===== src/rtl/usb_phy_pkg.sv =====
// Shared USB PHY definitions: symbol width, serializer state encodings and
// the K28.5 (RD-) comma symbol.
package usb_phy_pkg;

    localparam int SYM_W = 10;

    localparam logic [SYM_W-1:0] K28_5_RDN = 10'h0FA;

    // Bit index of the last bit of a symbol; the fetch slot sits here.
    localparam logic [3:0] CNT_LAST = 4'd9;

    typedef enum logic [1:0] {
        TX_OFF   = 2'd0,
        TX_RUN   = 2'd1,
        TX_DRAIN = 2'd2
    } tx_state_e;

endpackage


===== src/rtl/usb_ser_shifter.sv =====
// LSB-first 10-bit symbol shifter with bit counter; load takes priority over
// shift and restarts the count at bit 0.
module usb_ser_shifter
    import usb_phy_pkg::*;
(
    input  logic             Serialclk,
    input  logic             SerialRST,
    input  logic             load,
    input  logic             shift,
    input  logic [SYM_W-1:0] load_sym,
    output logic             bit0,
    output logic [3:0]       cnt
);

    logic [SYM_W-1:0] sr_q;
    logic [3:0]       cnt_q;

    always_ff @(posedge Serialclk or negedge SerialRST) begin
        if (!SerialRST) begin
            sr_q  <= '0;
            cnt_q <= 4'd0;
        end else if (load) begin
            sr_q  <= load_sym;
            cnt_q <= 4'd0;
        end else if (shift) begin
            // Zero fill keeps the register empty once the last bit leaves.
            sr_q  <= {1'b0, sr_q[SYM_W-1:1]};
            cnt_q <= (cnt_q == CNT_LAST) ? 4'd0 : cnt_q + 4'd1;
        end
    end

    assign bit0 = sr_q[0];
    assign cnt  = cnt_q;

endmodule


===== src/rtl/usb_ser_tx_ctrl.sv =====
// Serializer controller: Train-over-Data arbitration at symbol boundaries,
// OFF/RUN/DRAIN sequencing and underrun accounting. Build option
// USB_SER_IDLE_FILL_EN selects IDLE_SYM instead of zeros as underrun fill.
module usb_ser_tx_ctrl
    import usb_phy_pkg::*;
#(
    parameter logic [SYM_W-1:0] IDLE_SYM = K28_5_RDN
) (
    input  logic             Serialclk,
    input  logic             SerialRST,
    input  logic             TxEn,
    input  logic [SYM_W-1:0] TrainIn,
    input  logic             TrainValid,
    output logic             TrainReady,
    input  logic [SYM_W-1:0] DataIn,
    input  logic             DataValid,
    output logic             DataReady,
    output logic             SerialOut,
    output logic             SymStrobe,
    output logic [1:0]       TxState,
    output logic [7:0]       UnderrunCnt
);

`ifdef USB_SER_IDLE_FILL_EN
    localparam logic [SYM_W-1:0] FILL_SYM = IDLE_SYM;
`else
    localparam logic [SYM_W-1:0] FILL_SYM = '0;
`endif

    function automatic logic [7:0] sat_inc8(input logic [7:0] v);
        return (v == 8'hFF) ? v : v + 8'd1;
    endfunction

    tx_state_e        state_q, state_d;
    logic             fetch_raw, fetch_slot, shift_en, underrun;
    logic             last_bit, bit0;
    logic [3:0]       cnt;
    logic [SYM_W-1:0] load_sym;
    logic             strobe_q;
    logic [7:0]       urun_q;

    assign last_bit = (cnt == CNT_LAST);

    always_ff @(posedge Serialclk or negedge SerialRST) begin
        if (!SerialRST) state_q <= TX_OFF;
        else            state_q <= state_d;
    end

    // A fetch only ever happens on a symbol boundary, and only with TxEn
    // held; otherwise the symbol in flight keeps shifting to completion.
    always_comb begin
        state_d   = state_q;
        fetch_raw = 1'b0;
        shift_en  = 1'b0;
        case (state_q)
            TX_OFF: begin
                if (TxEn) begin
                    fetch_raw = 1'b1;
                    state_d   = TX_RUN;
                end
            end
            TX_RUN: begin
                if (last_bit && TxEn) begin
                    fetch_raw = 1'b1;
                end else begin
                    shift_en = 1'b1;
                    if (!TxEn) state_d = last_bit ? TX_OFF : TX_DRAIN;
                end
            end
            TX_DRAIN: begin
                if (last_bit && TxEn) begin
                    fetch_raw = 1'b1;
                    state_d   = TX_RUN;
                end else begin
                    shift_en = 1'b1;
                    if (last_bit) state_d = TX_OFF;
                end
            end
            default: state_d = TX_OFF;
        endcase
    end

    // Readies must read 0 while reset is held, even with TxEn high.
    assign fetch_slot = fetch_raw & SerialRST;
    assign underrun   = fetch_slot & ~TrainValid & ~DataValid;

    always_comb begin
        load_sym = FILL_SYM;
        if (TrainValid)     load_sym = TrainIn;
        else if (DataValid) load_sym = DataIn;
    end

    usb_ser_shifter u_shifter (
        .Serialclk (Serialclk),
        .SerialRST (SerialRST),
        .load      (fetch_slot),
        .shift     (shift_en),
        .load_sym  (load_sym),
        .bit0      (bit0),
        .cnt       (cnt)
    );

    always_ff @(posedge Serialclk or negedge SerialRST) begin
        if (!SerialRST) begin
            strobe_q <= 1'b0;
            urun_q   <= 8'd0;
        end else begin
            strobe_q <= fetch_slot;
            if (underrun) urun_q <= sat_inc8(urun_q);
        end
    end

    assign TrainReady  = fetch_slot;
    assign DataReady   = fetch_slot & ~TrainValid;
    assign SerialOut   = (state_q != TX_OFF) & bit0;
    assign SymStrobe   = strobe_q;
    assign TxState     = state_q;
    assign UnderrunCnt = urun_q;

endmodule


===== config.mk =====
export PLATFORM = sky130hd
export DESIGN_NAME = usb_ser_tx_ctrl
export DESIGN_NICKNAME = d
export VERILOG_FILES = /design/src/rtl/usb_phy_pkg.sv /design/src/rtl/usb_ser_shifter.sv /design/src/rtl/usb_ser_tx_ctrl.sv
export SDC_FILE = /design/constraint.sdc
export NUM_CORES = 1
export LEC_CHECK = 0
export BUFFER_PORTS_ARGS = -buffer_cell sky130_fd_sc_hd__buf_2
export CORE_MARGIN = 1.5
export CORE_UTILIZATION = 50
export DETAILED_ROUTE_END_ITERATION = 8
export GPL_TIMING_DRIVEN = 0
export MAX_ROUTING_LAYER = met4
export PLACE_DENSITY = 0.88
export REMOVE_ABC_BUFFERS = 1
export SYNTH_ARGS = -nofsm -noshare
export SYNTH_HDL_FRONTEND = slang
export SYNTH_SLANG_ARGS = --single-unit

===== constraint.sdc =====
create_clock -name Serialclk -period 2.3 [get_ports Serialclk]
set_clock_uncertainty 0.1 [all_clocks]
set_input_delay 0.23 -clock Serialclk [delete_from_list [all_inputs] [get_ports Serialclk]]
set_output_delay 0.23 -clock Serialclk [all_outputs]
set_load 0.05 [all_outputs]

==> impl_metrics.ini, run 1 <==
[critical_path]
cp-end-kind = register
arrival_ps = 2390
crit_path_max_fanout = 7
worstSetupStartpoint = TxState[1]
required_ps = 2450
rr_worst_depth = 7
reg2reg_to = UnderrunCnt[1]
r2r-start = TxState[1]
crit_path_start_kind = register
crit_path_end = UnderrunCnt[1]
path_class = reg2reg
rrSetupSlack_ps = 60

[hold_path]
min_path_type = in2reg
worstHoldStart = DataIn[2]

[routing]
drc_errors = 0
via_count = 1280
wl_per_cell_um = 16.0
drt-total-wl_um = 3520
postRouteAntennaNets = 0
via_per_inst = 5.82
initialDrtViolationCount = 38
drt_pass1_iterations = 4

[run_status]
status = completed

[place]
io_buffers = 38
dp.cells = 199
gp_congestion = 0.854
hpwl_um = 2200
place_area_um2 = 1610
place_ws_ps = -641

[grt]
grt_max_degree = 28
antenna_found_initial = 0
grt_pass1_vias = 1274
grt-ovfl-total = 0
grt_pass1_wl_um = 5800
grt_usage = 0.244

[floorplanning]
core_area_um2 = 2710
die_area_um2 = 3160
fp.dieH_um = 56.2
io_pins = 39
start_util = 0.522
rows = 19
dieWidth_um = 56.2

[logic_synthesis]
syn_area_per_cell_um2 = 10.4
ys_types = 37
synth_warnings = 0
syn_area_um2 = 1420
synthCells = 136
synth-seq-cells = 25
yosysSeqAreaShare = 0.442

[power_and_ir_drop]
p_comb_frac = 0.567
power_switching_mw = 0.977
internal_power_mw = 1.21
clkPwrFrac = 0.096
sequentialPowerShare = 0.337
vdd_drop_max_v = 0.000781
switching_share = 0.447
p_leak_nw = 0.920
powerDensity_nw_per_um2 = 1180

[sta]
finalCriticalPeriod_ps = 2240
relSlewSlack = 0.570
fin_crit_sh = 0.975
finalSetupViolations = 0
hold_viol = 0
fin_ws_ps = 57.6
clock.fmax_mhz = 446
worst_slew_pin_slew_ps = 644
grt_setup_unrepaired = yes
setup_tns_ps = 0
drv_slew = 0

[clocking]
cts_buffer_depth = 2
numCtsBuffers = 3
insertion_delay_ps = 340
clkTransAtPathRegs_ps = 160
cts_tree = built
clock_sinks = 25
root_buffer = clkbuf_4
htreeDepth = 1

[cells_and_area]
post-route-util = 0.682
nets = 222
final_cells = 220
stdcell_area_um2 = 1850
area_growth_syn_to_layout_pct = 30.6
antenna_cells = 0
drive_gt1_frac = 0.397

[run]
maxCapViolCount = 0
==> routing by layer <==
metal | vias to the layer above | wire length (µm) | global-route usage
li1 | 607 | - | -
met1 | 623 | 1460 | 0.289
met2 | 41 | 1830 | 0.418
met3 | 9 | 146 | 0.0233
met4 | 0 | 82 | 0.116
met5 | - | 0 | -
==> how the worst min path moves through the flow <==
stage	cells past startpoint	end	slack (ps)
floorplan	0	SymStrobe	-170
global placement	1	TxState[1]	160
detailed placement	1	TxState[1]	170
CTS	3	u_shifter.sr_q[3]	70
global route	3	u_shifter.sr_q[3]	70
finish	3	u_shifter.sr_q[2]	70
==> layout by cell type, fill, tap and decap left out, types with 2 or more instances in the layout <==
| master | n |
|---|---|
| a21oi_1 | 14 |
| mux2i_1 | 9 |
| a221oi_1 | 8 |
| nand3b_1 | 2 |
| inv_1 | 3 |
| nor2_1 | 7 |
| xor2_1 | 6 |
| nand2_1 | 11 |
| ha_1 | 6 |
| nor2b_1 | 2 |
| nand4_1 | 2 |
| nand3_1 | 4 |
| inv_2 | 2 |
| dfrtp_1 | 24 |
| clkbuf_4 | 4 |
| a31oi_1 | 2 |
| buf_4 | 14 |
| nor4_2 | 3 |
| buf_6 | 2 |
| buf_2 | 35 |
| nor3_1 | 2 |
| o21ai_0 | 2 |
==> kinds of logic after synthesis <==
family	after synthesis	synth area share
adders and majority gates	7	0.0619
and+or+nand+nor	42	0.179
AOI/OAI and AO/OA	33	0.157
muxes	12	0.0875
DFF	25	0.442
xor gates and xnor gates	6	0.0371
buffers and inverters	11	0.0362
==> per-stage QoR <==
stage / hold slack (ps) / total power [mW]
after floorplan: -166 / 1.50
after global placement: 156 / 1.67
after detailed placement: 167 / 1.74
after CTS: 71.6 / 2.09
after global routing: 73.2 / 2.33
final: 65.4 / 2.19
==> layout make-up <==
cell class                      instances  area, µm²
Fill cell                             238        862
Multi-Input combinational cell        101        801
Sequential cell                        25        627
Timing Repair Buffer                   54        335
Tap cell                               31       38.8
Clock buffer                            3       22.5
Inverter                                5       18.8
Clock inverter                          1       5.00
==> cell usage after synthesis (all sizes together) <==
| library cell | number | area (µm²) |
|---|---|---|
| a221oi | 8 | 70.1 |
| nand4 | 2 | 12.5 |
| o21ai | 4 | 23.8 |
| xor2 | 6 | 52.6 |
| mux2 | 3 | 33.8 |
| or2 | 1 | 6.26 |
| and4b | 1 | 10.0 |
| nor4 | 4 | 50.1 |
| nor2b | 3 | 18.8 |
| o211ai | 1 | 12.5 |
| buf | 5 | 28.8 |
| nor3 | 3 | 15.0 |
| clkbuf | 1 | 3.75 |
| and3b | 1 | 8.76 |
| nand3b | 2 | 15.0 |
| nor2 | 7 | 26.3 |
| inv | 5 | 18.8 |
| a22oi | 1 | 7.51 |
| ha | 7 | 87.6 |
| a2bb2oi | 1 | 8.76 |
| nand2 | 11 | 41.3 |
| nor4b | 1 | 15.0 |
| mux2i | 9 | 90.1 |
| nand3 | 4 | 20.0 |
| a31oi | 2 | 12.5 |
| nor3b | 1 | 7.51 |
| nand2b | 1 | 6.26 |
| a21oi | 14 | 70.1 |
| a21o | 1 | 7.51 |
| o32ai | 1 | 8.76 |
| dfrtp | 25 | 626 |
==> worst max-delay path, stage by stage, from the launching register on <==
cell and delay (ps):
dfrtp_1 440, inv_2 80, ha_4 280, and4b_2 270, o211ai_4 130, buf_8 190, nor4_4 330, mux2_4 330
==> registers in the layout, summed over array words and instances (netlist names) <==
name / count
u_shifter.cnt: 4
SymStrobe: 1
TxState: 2
UnderrunCnt: 8
u_shifter.sr_q: 10
==> power by group through the flow <==
stage          Combinational, mW  Sequential [mW]  Clock (mW)
6_report                    1.24            0.737       0.209
5_1_grt                     1.35            0.760       0.222
4_1_cts                     1.15            0.730       0.209
3_5_place_dp               0.993            0.746           0
3_3_place_gp               0.945            0.725           0
2_1_floorplan              0.648            0.849           0
==> repair_timing <==
action / CTS / global route
endpoints found under the setup margin: 25 / 12
gates resized for setup: 13 / 5
hold buffers: 1 / 0
buffers inserted: 10 / 5
gates cloned: 1 / 0
endpoints found under the hold margin: 25 / 0
pin swaps: 2 / 3
No activity file was read; power rests on OpenSTA's default activity.
==> run 2: changes to the inputs <==
--- a/config.mk
+++ b/config.mk
@@ -7,11 +7,11 @@
 export LEC_CHECK = 0
 export BUFFER_PORTS_ARGS = -buffer_cell sky130_fd_sc_hd__buf_2
 export CORE_MARGIN = 1.5
-export CORE_UTILIZATION = 50
+export CORE_UTILIZATION = 51
 export DETAILED_ROUTE_END_ITERATION = 8
 export GPL_TIMING_DRIVEN = 0
 export MAX_ROUTING_LAYER = met4
-export PLACE_DENSITY = 0.88
+export PLACE_DENSITY = 0.89
 export REMOVE_ABC_BUFFERS = 1
 export SYNTH_ARGS = -nofsm -noshare
 export SYNTH_HDL_FRONTEND = slang
==> impl_metrics.ini, run 2 (synthesized netlist as in run 1, its figures left out) <==
[routing]
drc_errors = 0
drt-total-wl_um = 2900
drt_pass1_iterations = 4
postRouteAntennaNets = 0
via_count = 1196
wl_per_cell_um = 13.8
via_per_inst = 5.70
initialDrtViolationCount = 36

[sta]
clock.fmax_mhz = 449
worst_slew_pin_slew_ps = 753
finalSetupViolations = 0
hold_viol = 0
hold_ws_ps = 88.6
finalCriticalPeriod_ps = 2230
relSlewSlack = 0.498
drv_slew = 0
fin_ws_ps = 71.2
setup_tns_ps = 0
fin_crit_sh = 0.969

[grt]
grt_max_degree = 28
grt_usage = 0.213
grt_pass1_vias = 1172
grt-ovfl-total = 0
antenna_found_initial = 0
grt_pass1_wl_um = 5220

[cells_and_area]
final_cell_mix = buf_2 (36), dfrtp_1 (24), a21oi_1 (14), nand2_1 (11), mux2i_1 (9)
drive_gt1_frac = 0.361
stdcell_area_um2 = 1750
post-route-util = 0.686
nets = 213
area_growth_syn_to_layout_pct = 23.3
antenna_cells = 0
largest_register = u_shifter.sr_q
largest_register_ffs = 10
final_common_cell = buf_2

[hold_path]
min_path_cells = 3
min_path_type = in2reg
worstHoldStart = DataIn[9]
holdPathEnd = u_shifter.sr_q[9]

[critical_path]
r2r-start = TxState[0]
critPathMostFrequentCell = buf_4
slowest_delay_ps = 420
reg2reg_to = UnderrunCnt[1]
cp_top_family = simple AND/OR/NAND/NOR gates
crit_path_start_kind = register
rrSetupSlack_ps = 70
cp-end-kind = register
path_class = reg2reg
arrival_ps = 2340
worst_path_max_delay_cell = dfrtp_1
required_ps = 2410
rr_worst_depth = 7
crit_path_max_fanout = 6
path_buf_inv = 2
cp_cell_sequence = buf_4 -> ha_1 -> nor2b_2 -> o211ai_4 -> buf_4 -> nor4_4 -> mux2_1

[clocking]
clkTransAtPathRegs_ps = 130
numCtsBuffers = 3
cts_tree = built
insertion_delay_ps = 310
cts_buffer_depth = 2
root_buffer = clkbuf_4
clock_sinks = 25
htreeDepth = 1

[power_and_ir_drop]
p_leak_nw = 0.870
power_switching_mw = 0.903
sequentialPowerShare = 0.358
p_comb_frac = 0.549
clkPwrFrac = 0.093
powerDensity_nw_per_um2 = 1170
vdd_drop_max_v = 0.000926
switching_share = 0.444
internal_power_mw = 1.13

[floorplanning]
die_area_um2 = 3100
fp.dieH_um = 55.7
io_pins = 39
dieWidth_um = 55.7
core_area_um2 = 2540
rows = 18
start_util = 0.556

[place]
gp_congestion = 0.762
io_buffers = 38
hpwl_um = 2020
place_ws_ps = -557
place_area_um2 = 1610

[run]
maxCapViolCount = 0

[run_status]
status = completed
-- run 2: cell types whose count changed in the layout (fill, tap and decap cells not counted), sizes merged --
cell	previous run	this run
buf	52	43
-- run 2: worst max-delay path by stage --
stage                     startpoint             end  slack [ps]  depth (start not counted)
after global routing      TxState[1]      TrainReady          -3                          6
after detailed placement  TxState[0]      TrainReady        -560                          6
after floorplan           TxState[0]       DataReady        -610                          5
final                     TxState[0]  UnderrunCnt[1]          70                          7
after CTS                 TxState[0]      TrainReady          10                          6
after global placement    TxState[0]      TrainReady        -530                          6
-- run 2: cell type report --
| class | instances | area (µm²) |
|---|---|---|
| Clock inverter | 1 | 5.00 |
| Tap cell | 30 | 37.5 |
| Inverter | 5 | 18.8 |
| Timing Repair Buffer | 45 | 250 |
| Fill cell | 182 | 800 |
| Sequential cell | 25 | 627 |
| Multi-Input combinational cell | 101 | 785 |
| Clock buffer | 3 | 22.5 |
-- run 2: stage by stage --
stage,power (mW),std cells
CTS,2.03,209
global placement,1.67,198
finish,2.03,210
floorplan,1.50,130
global route,2.19,210
detailed placement,1.73,198
-- run 2: power groups by stage --
stage / registers (mW) / logic (mW) / clock network, mW
finish: 0.728 / 1.12 / 0.190
floorplan: 0.849 / 0.648 / 0
CTS: 0.721 / 1.11 / 0.196
global route: 0.751 / 1.22 / 0.216
global placement: 0.726 / 0.947 / 0
detailed placement: 0.744 / 0.985 / 0
-- run 2: what timing repair did --
item	4_1_cts	5_1_grt
setup buffers	5	1
hold endpoints to repair	25	0
setup endpoints to repair	25	4
hold buffers	1	0
pin swaps	1	1
cloned	1	0
resized for setup	6	4
-- run 2: routing by layer --
metal  wire, µm  share of wire  GRT usage  vias up
met4          6         0.0021     0.0348        0
met5          0              0          -        -
met2       1450           0.50      0.350       37
met1       1310           0.45      0.283      563
met3        132          0.045     0.0372        2
li1           -              -          -      594
-- run 2: worst reg2reg max path, delay by kind of cell, from the launching register on --
kind / cells / cell delay [ps]
buffers and inverters: 2 / 350
AOI/OAI and AO/OA: 1 / 160
muxes: 1 / 350
and+or+nand+nor: 2 / 520
adders and majority gates: 1 / 230
DFF: 1 / 420
